`src/rtl/weight_fifo_bank_pkg.sv`:
```
// weight_fifo_bank_pkg: default weight-path dimensions shared by the FIFO bank, load controller and MMU
package weight_fifo_bank_pkg;
  localparam int DEF_DATA_WIDTH = 8;
  localparam int DEF_COLS       = 16;
  localparam int DEF_DEPTH      = 16;
endpackage

```
`src/rtl/weight_fifo_col.sv`:
```
// weight_fifo_col: one first-word-fall-through column (memory, pointers, count)
module weight_fifo_col
  import weight_fifo_bank_pkg::*;
#(
  parameter int DATA_WIDTH = DEF_DATA_WIDTH,
  parameter int DEPTH      = DEF_DEPTH
) (
  input  logic                  clk,
  input  logic                  reset,
  input  logic                  i_clear,
  input  logic                  i_wr_acc,
  input  logic [DATA_WIDTH-1:0] i_wr_data,
  input  logic                  i_rd_en,
  output logic [DATA_WIDTH-1:0] o_rd_data,
  output logic                  o_valid,
  output logic                  o_full
);
  localparam int AW = $clog2(DEPTH);
  localparam int CW = $clog2(DEPTH + 1);
  logic [DATA_WIDTH-1:0] r_mem [DEPTH];
  logic [AW-1:0]         r_rd_ptr, r_wr_ptr;
  logic [CW-1:0]         r_count;
  logic                  w_pop;
  assign o_valid   = r_count != '0;
  assign o_full    = r_count == CW'(DEPTH);
  assign w_pop     = i_rd_en && o_valid;
  assign o_rd_data = o_valid ? r_mem[r_rd_ptr] : '0;
  always_ff @(posedge clk)
    if (i_wr_acc) r_mem[r_wr_ptr] <= i_wr_data;
  // pointers wrap naturally because DEPTH is a power of two
  always_ff @(posedge clk)
    if (reset || i_clear) begin
      r_rd_ptr <= '0;
      r_wr_ptr <= '0;
      r_count  <= '0;
    end else begin
      r_wr_ptr <= r_wr_ptr + AW'(i_wr_acc);
      r_rd_ptr <= r_rd_ptr + AW'(w_pop);
      r_count  <= r_count + CW'(i_wr_acc) - CW'(w_pop);
    end
endmodule

```
`src/rtl/weight_fifo_bank.sv`:
```
// weight_fifo_bank: COLS lock-step-written, independently drained weight columns.
// Define WEIGHT_FIFO_BANK_ERR_EN to build the sticky overflow/underflow flags.
module weight_fifo_bank
  import weight_fifo_bank_pkg::*;
#(
  parameter int DATA_WIDTH = DEF_DATA_WIDTH,
  parameter int COLS       = DEF_COLS,
  parameter int DEPTH      = DEF_DEPTH
) (
  input  logic                       clk,
  input  logic                       reset,
  input  logic                       clear,
  input  logic                       wr_en,
  input  logic [DATA_WIDTH*COLS-1:0] wr_data,
  output logic                       wr_ready,
  input  logic [COLS-1:0]            rd_en,
  output logic [DATA_WIDTH*COLS-1:0] rd_data,
  output logic [COLS-1:0]            col_valid,
  output logic                       all_empty,
  output logic                       err_ovf,
  output logic                       err_unf
);
  logic [COLS-1:0] w_full;
  logic            w_wr_acc;
  assign wr_ready  = ~|w_full;
  assign w_wr_acc  = wr_en && wr_ready;
  assign all_empty = ~|col_valid;
  for (genvar c = 0; c < COLS; c++) begin : g_col
    weight_fifo_col #(.DATA_WIDTH(DATA_WIDTH), .DEPTH(DEPTH)) u_col (
      .clk       (clk),
      .reset     (reset),
      .i_clear   (clear),
      .i_wr_acc  (w_wr_acc),
      .i_wr_data (wr_data[c*DATA_WIDTH +: DATA_WIDTH]),
      .i_rd_en   (rd_en[c]),
      .o_rd_data (rd_data[c*DATA_WIDTH +: DATA_WIDTH]),
      .o_valid   (col_valid[c]),
      .o_full    (w_full[c])
    );
  end
`ifdef WEIGHT_FIFO_BANK_ERR_EN
  logic r_err_ovf, r_err_unf;
  always_ff @(posedge clk)
    if (reset || clear) begin
      r_err_ovf <= 1'b0;
      r_err_unf <= 1'b0;
    end else begin
      if (wr_en && !wr_ready) r_err_ovf <= 1'b1;
      if (|(rd_en & ~col_valid)) r_err_unf <= 1'b1;
    end
  assign err_ovf = r_err_ovf;
  assign err_unf = r_err_unf;
`else
  assign err_ovf = 1'b0;
  assign err_unf = 1'b0;
`endif
endmodule

```
`config.mk`:
```
export PLATFORM = sky130hd
export DESIGN_NAME = weight_fifo_bank
export DESIGN_NICKNAME = d
export VERILOG_FILES = /design/src/rtl/weight_fifo_bank_pkg.sv /design/src/rtl/weight_fifo_col.sv /design/src/rtl/weight_fifo_bank.sv
export SDC_FILE = /design/constraint.sdc
export NUM_CORES = 2
export LEC_CHECK = 0
export CAP_MARGIN = 30
export CORE_UTILIZATION = 55
export CTS_BUF_LIST = sky130_fd_sc_hd__clkbuf_16
export DETAILED_ROUTE_END_ITERATION = 10
export PLACE_DENSITY = 0.84
export SYNTH_ARGS = -nofsm -noshare
export SYNTH_HDL_FRONTEND = slang
export SYNTH_SLANG_ARGS = --single-unit
```
`constraint.sdc`:
```
create_clock -name clk -period 5.7 [get_ports clk]
set_input_delay 1.14 -clock clk [delete_from_list [all_inputs] [get_ports clk]]
set_output_delay 1.14 -clock clk [all_outputs]
set_load 0.03 [all_outputs]
```
Word level (Yosys, flattened, before mapping)
Memory sizes are Yosys's and may differ from the RTL's. A register that Yosys moved wholly into a read port is not among the register bits.
Index checks and enable logic that the tools add are counted.
Widths: inputs -> output; s select.
{ "classes": {"n_reduce_logical": 38, "eq_ne": 16, "n_addsub": 64, "muxes": 34} }
{ "ops": {"columns": ["cell", "n"], "rows": [
  ["$add 4x1->4", 32],
  ["$mux 8", 16],
  ["$add 5x1->5", 16],
  ["$eq 5x5->1 const B", 16],
  ["$reduce_bool 5->1", 16],
  ["$sub 5x1->5", 16],
  ["$mux 4", 16],
  ["$reduce_or 16->1", 2],
  ["$logic_and 1x1->1", 17],
  ["$logic_not 1->1", 2],
  ["$mux 1", 2],
  ["$logic_or 1x1->1", 1]
]} }
{ "word_totals": {"n_memories": 16, "wordCells": 216, "inputBits": 148, "ff_bits": 208, "ram_bits": 2048, "out_inout_bits": 148} }
{ "mem_list": {"columns": ["name", "depth", "width", "rd", "rd_clocked_by_memory_dff", "wr", "line", "source"], "rows": [
  ["g_col[0].u_col.r_mem", 16, 8, 1, 1, 1, "weight_fifo_col.sv:20", "logic [DATA_WIDTH-1:0] r_mem [DEPTH];"],
  ["g_col[10].u_col.r_mem", 16, 8, 1, 1, 1, "weight_fifo_col.sv:20", null],
  ["g_col[11].u_col.r_mem", 16, 8, 1, 1, 1, "weight_fifo_col.sv:20", null],
  ["g_col[12].u_col.r_mem", 16, 8, 1, 1, 1, "weight_fifo_col.sv:20", null],
  ["g_col[13].u_col.r_mem", 16, 8, 1, 1, 1, "weight_fifo_col.sv:20", null],
  ["g_col[14].u_col.r_mem", 16, 8, 1, 1, 1, "weight_fifo_col.sv:20", null],
  ["+10 memories", null, null, null, null, null, null, null]
]} }

Longest topological paths before layout
{ "logic_depth": {"ltp_word": 6, "mapped_depth": 16, "mapped_depth_nobuf": 15} }

By module
From an unflattened synthesis, not the netlist that was laid out.
{ "hier_totals": {"cells_unflattened": 4648, "area_unflattened_um2": 91076.1} }
{ "by_module_without_submodules": {"columns": ["mod", "seq_area_each_um2", "area_each_um2", "n_inst", "cells_per_inst"], "rows": [
  ["weight_fifo_col (g_col[0].u_col ...)", 4103.9, 5672.9, 12, 287],
  ["weight_fifo_col (g_col[8].u_col ...)", 4103.9, 5726.7, 2, 297],
  ["weight_fifo_col (g_col[6].u_col)", 4103.9, 5730.5, 1, 298],
  ["weight_fifo_col (g_col[7].u_col)", 4103.9, 5724.2, 1, 298],
  ["weight_fifo_bank", 0.0, 92.6, 1, 14]
]} }

Worst setup path after synthesis
Ideal clock, no wire load.
{ "synth_timing": {"path_kind": "register -> register", "startpoint": "reg g_col[7].u_col.r_count[2]", "endpoint": "reg g_col[15].u_col.r_count[4]", "period_less_slack_ps": 4244, "setup_slack_ps": 1456, "stages_incl_launch_ff": 16, "path_buffers": 2, "required_time_ps": 5570, "setup_ps": 130, "t_arrival_ps": 4114, "path_cell_list": "dfxtp_1 -> inv_1 -> ha_1 -> nor4bb_1 -> nor4_1 -> nand4_1 -> clkbuf_1 -> buf_1 -> nor2_1 -> ha_1 -> inv_1 -> fa_1 -> nand2b_1 -> a21oi_1 -> o21ai_0 -> nor3b_1"} }
{ "synth_via": {"elab_chain_cells": 6} }
{ "synth_rtl": {"columns": ["item", "line", "source"], "rows": [
  ["start: declaration", "weight_fifo_col.sv:22", "logic [CW-1:0] r_count;"],
  ["start signal: assignment", "weight_fifo_col.sv:39", "r_count <= r_count + CW'(i_wr_acc) - CW'(w_pop);"],
  ["$eq 5x5->1", "weight_fifo_col.sv:25", "assign o_full = r_count == CW'(DEPTH);"],
  ["$reduce_or 16->1", "weight_fifo_bank.sv:25", "assign wr_ready = ~|w_full;"],
  ["$logic_not 1->1", "weight_fifo_bank.sv:25", null],
  ["$logic_and 1x1->1", "weight_fifo_bank.sv:26", "assign w_wr_acc = wr_en && wr_ready;"],
  ["$add 5x1->5", "weight_fifo_col.sv:39", null],
  ["$sub 5x1->5", "weight_fifo_col.sv:39", null],
  ["end signal: assignment", "weight_fifo_col.sv:39", null],
  ["end: declaration", "weight_fifo_col.sv:22", null]
]} }
No other way between the ends.
A chain may end at the register's enable or synchronous reset.

Final worst setup path
{ "layout_timing": {"startpoint": "reg g_col[15].u_col.r_count[3]", "endpoint": "out all_empty"} }
{ "layout_via": {"elab_chain_cells": 3} }
{ "layout_rtl": {"columns": ["item", "line", "source"], "rows": [
  ["$reduce_bool 5->1", "weight_fifo_col.sv:24", "assign o_valid = r_count != '0;"],
  ["$reduce_or 16->1", "weight_fifo_bank.sv:27", "assign all_empty = ~|col_valid;"],
  ["$logic_not 1->1", "weight_fifo_bank.sv:27", null],
  ["end: declaration", "weight_fifo_bank.sv:19", "output logic all_empty,"]
]} }
No other way between the ends.

==> results.tsv <==
metric	value	unit
layout cells sized above 1	17.7	%
min Tclk post-route	5330	ps
Synth Warn #	0	
Layout area overhead	14.5	%
I/O Buffers	293	
Hold/Removal Path Class	flop to flop	
syn_area_per_cell	18.0	um2
top cells by area, synth	edfxtp_1 (67%), mux4_2 (9.8%), dfxtp_1 (4.6%)	
total iterations of the first detailed-routing run	5	
Final setup viols	0	
Setup CP Type	flop to output port	
# DRC	0	
GRT Resource Usage Total	23.7	%
Clock Latency Late Sink	870	ps
total gr overflow	0	
Slew HR	29.5	%
clk_skew	51.1	ps
Routed WL	200	mm
P_leak	33.2	nW
clock sinks	2256	
worst path cell trace	inv_1, ha_1, or4b_2, nor4_1, and4_1, clkdlybuf4s50_1	
vias in the first global route	49325	
Root Driver	clkbuf_16	
post-CTS setup buffers	0	
max cap viols	0	
Clock power frac	30.0	%
final hold vios	0	
Core Area	165000	um2
largest net degree at the start of global routing	116	
CTS tree	yes	
switching share of power	32.6	%
WL/cell	25.5	um
Seq pwr share	41.7	%
die area	167000	um2
placer congestion estimate	0.854	
Die Y	409	um
number of enable flip-flop cells after synthesis	2048	
Initial Utilization	55.3	%
Die X	409	um
top cell type's share of synthesized area	67.5	%
Crit path required time	4560	ps
worst slew pin tran	1050	ps
sequential element share of the synthesized area	72.0	%
Switch Pwr	15.2	mW
NumNets Final	5776	
first-pass GRT wire length	299	mm
WHS Path Cells	2	
Ports	296	
cells on worst reg2reg path	15	
fill count	10880	
Top delay family on crit path	simple AND/OR/NAND/NOR gates	
Logic pwr share	28.3	%
Final period util	93.6	%
status	complete, no violations	
Pwr per Cell Area	446	nW/um2
Starting DRT DRC Count	4903	
Fin Hold WS	554	ps
critical path fanouts, max	12	
critical path endpoint category	output port	
Netlist cell types	48	
initial antenna violation count	15	
Worst IR Drop VDD	0.572	mV
Longest Clk Path Bufs	3	
via count	48342	
cts hold-fix bufs	0	
setup TNS	0	ps
via-per-instance ratio	6.17	
area leader, netlist	edfxtp_1	
Synth Flop Type	edfxtp_1	
Final Max Tran Viols	0	
FMAX	0.187	GHz
H-tree Lvls	4	
RSZ-0062 raised after global routing	false	
synthesized area	91100	um2
CP startpoint kind	flop	
Worst-path clk slew	60	ps
Routed Antenna Nets	0	
Resize count post-CTS	0	
CP Buf/Inv Count	2	
slowest CP cell	or4b_2	
Largest stage delay, worst path	840	ps
TritonCTS buffer count	217	
share of flip-flops with an asynchronous set or reset	0	%
Core Rows	149	
internal power	31.3	mW
Post-Syn Instances	5052	
Crit. path cell count	6	
Post-DP HPWL	125	mm
Yosys reg bits	2256	
crit path DAT	4190	ps
==> layout by cell type, fill, tap and decap left out, drive strengths merged, types with 9 or more instances in the layout <==
master,synthesis,final
edfxtp,2048,2048
mux4,395,395
mux2i,364,364
clkdlybuf4s50,0,292
clkbuf,184,225
dfxtp,208,208
inv,141,195
buf,123,189
nor2,167,167
a21oi,162,162
ha,160,160
a22oi,112,112
o211ai,112,112
and2,105,105
clkinv,0,105
and3,102,102
nand3,78,78
nor4,70,70
nor3,64,64
nand2,61,61
xnor2,57,57
nor3b,49,49
xor2,45,45
o21ai,40,40
nor4b,32,32
nand2b,23,23
nor2b,20,20
bufinv,0,18
nor4bb,16,16
fa,16,16
or2,15,15
and3b,14,14
clkinvlp,0,10
diode,0,9
==> routing by layer <==
layer / vias to the layer above / global-route usage, % / routed length [um]
met5: - / 0 / 110
met4: 16 / 8.58 / 6310
met3: 393 / 4.16 / 15200
met2: 2210 / 39.9 / 102000
met1: 24772 / 31.1 / 76300
li1: 20951 / - / -
==> kinds of logic (layout without fill, tap and decap cells) <==
kind of cell	after synthesis	in the layout	share of synthesized area [%]
other	1	11	0.00411
multiplexers	766	766	13.8
AND/OR/NAND/NOR	849	849	5.34
AO/OA/AOI/OAI	454	454	3.18
XOR/XNOR	102	102	0.980
adder cells (fa/ha/maj)	176	176	2.55
buffers and inverters	448	1034	2.06
flip-flops	2256	2256	72.0
==> synthesized netlist by cell type, types with 23 or more instances <==
library cell / instances
a21oi_1: 162
a22oi_1: 112
and2_1: 105
and3_1: 102
buf_1: 23
buf_2: 73
buf_4: 27
clkbuf_1: 184
dfxtp_1: 208
edfxtp_1: 2048
ha_1: 160
inv_1: 140
mux2i_1: 364
mux4_2: 395
nand2_1: 61
nand2b_1: 23
nand3_1: 78
nor2_1: 167
nor3_1: 64
nor3b_1: 49
nor4_1: 70
nor4b_1: 32
o211ai_1: 112
o21ai_0: 40
xnor2_1: 57
xor2_1: 45
==> metrics by stage <==
| step | instances | instance area (um2) | setup slack (ps) | power (mW) | util (%) |
|---|---|---|---|---|---|
| 6_report | 7837 | 104000 | 367 | 46.5 | 63.3 |
| 4_1_cts | 7816 | 104000 | 314 | 46.8 | 63.2 |
| 2_1_floorplan | 5053 | 91100 | 1460 | 27.7 | - |
| 3_3_place_gp | 7375 | 96900 | 1240 | 32.4 | 58.8 |
| 5_1_grt | 7835 | 104000 | 226 | 48.3 | 63.3 |
| 3_5_place_dp | 7410 | 97300 | 1100 | 32.8 | 59.0 |
==> worst paths after layout <==
check	end	slack [ps]	startpoint
worst max-delay path	all_empty	370	g_col[15].u_col.r_count[3]
worst min-delay path	g_col[11].u_col.r_rd_ptr[3]	550	g_col[11].u_col.r_rd_ptr[3]
worst max register to register	g_col[13].u_col.r_count[4]	1280	g_col[11].u_col.r_count[3]
worst min register to register	g_col[11].u_col.r_rd_ptr[3]	550	g_col[11].u_col.r_rd_ptr[3]
==> registers in the layout, summed over array words and instances, names as in the netlist <==
name,cells
g_col.u_col.r_count,80
g_col.u_col.r_wr_ptr,64
g_col.u_col.r_mem,2048
g_col.u_col.r_rd_ptr,64
==> power by group through the flow <==
stage                     Clock (mW)  Sequential [mW]  Combinational (mW)
after floorplan                    0             19.4                8.23
after global placement             0             19.8                12.6
after detailed placement           0             19.8                13.0
after CTS                       14.1             19.4                13.2
after global routing            14.7             19.5                14.0
final                           14.0             19.4                13.2
==> final cells by class <==
cell class / instances / area, um2 / share of cell area, %
Multi-Input combinational cell: 2349 / 23900 / 22.9
Timing Repair Buffer: 487 / 4530 / 4.34
Tap cell: 2189 / 2740 / 2.62
Clock buffer: 219 / 5480 / 5.25
Sequential cell: 2256 / 65700 / 63.0
Inverter: 141 / 531 / 0.508
Clock inverter: 187 / 1460 / 1.40
Antenna cell: 9 / 22.5 / 0.0216
==> worst register-to-register path, stage by stage (launching register included) <==
cell and delay [ps]:
dfxtp_1 350, inv_1 70, ha_1 180, nor4bb_1 140, nor4_1 630, nand4_1 290
buf_4 290, nor2_4 650, buf_4 380, ha_1 200, inv_1 60, fa_1 400
nand2b_1 170, a21oi_1 220, nor3_1 100, nor3b_1 230
Power figures use the tool's default switching activity.
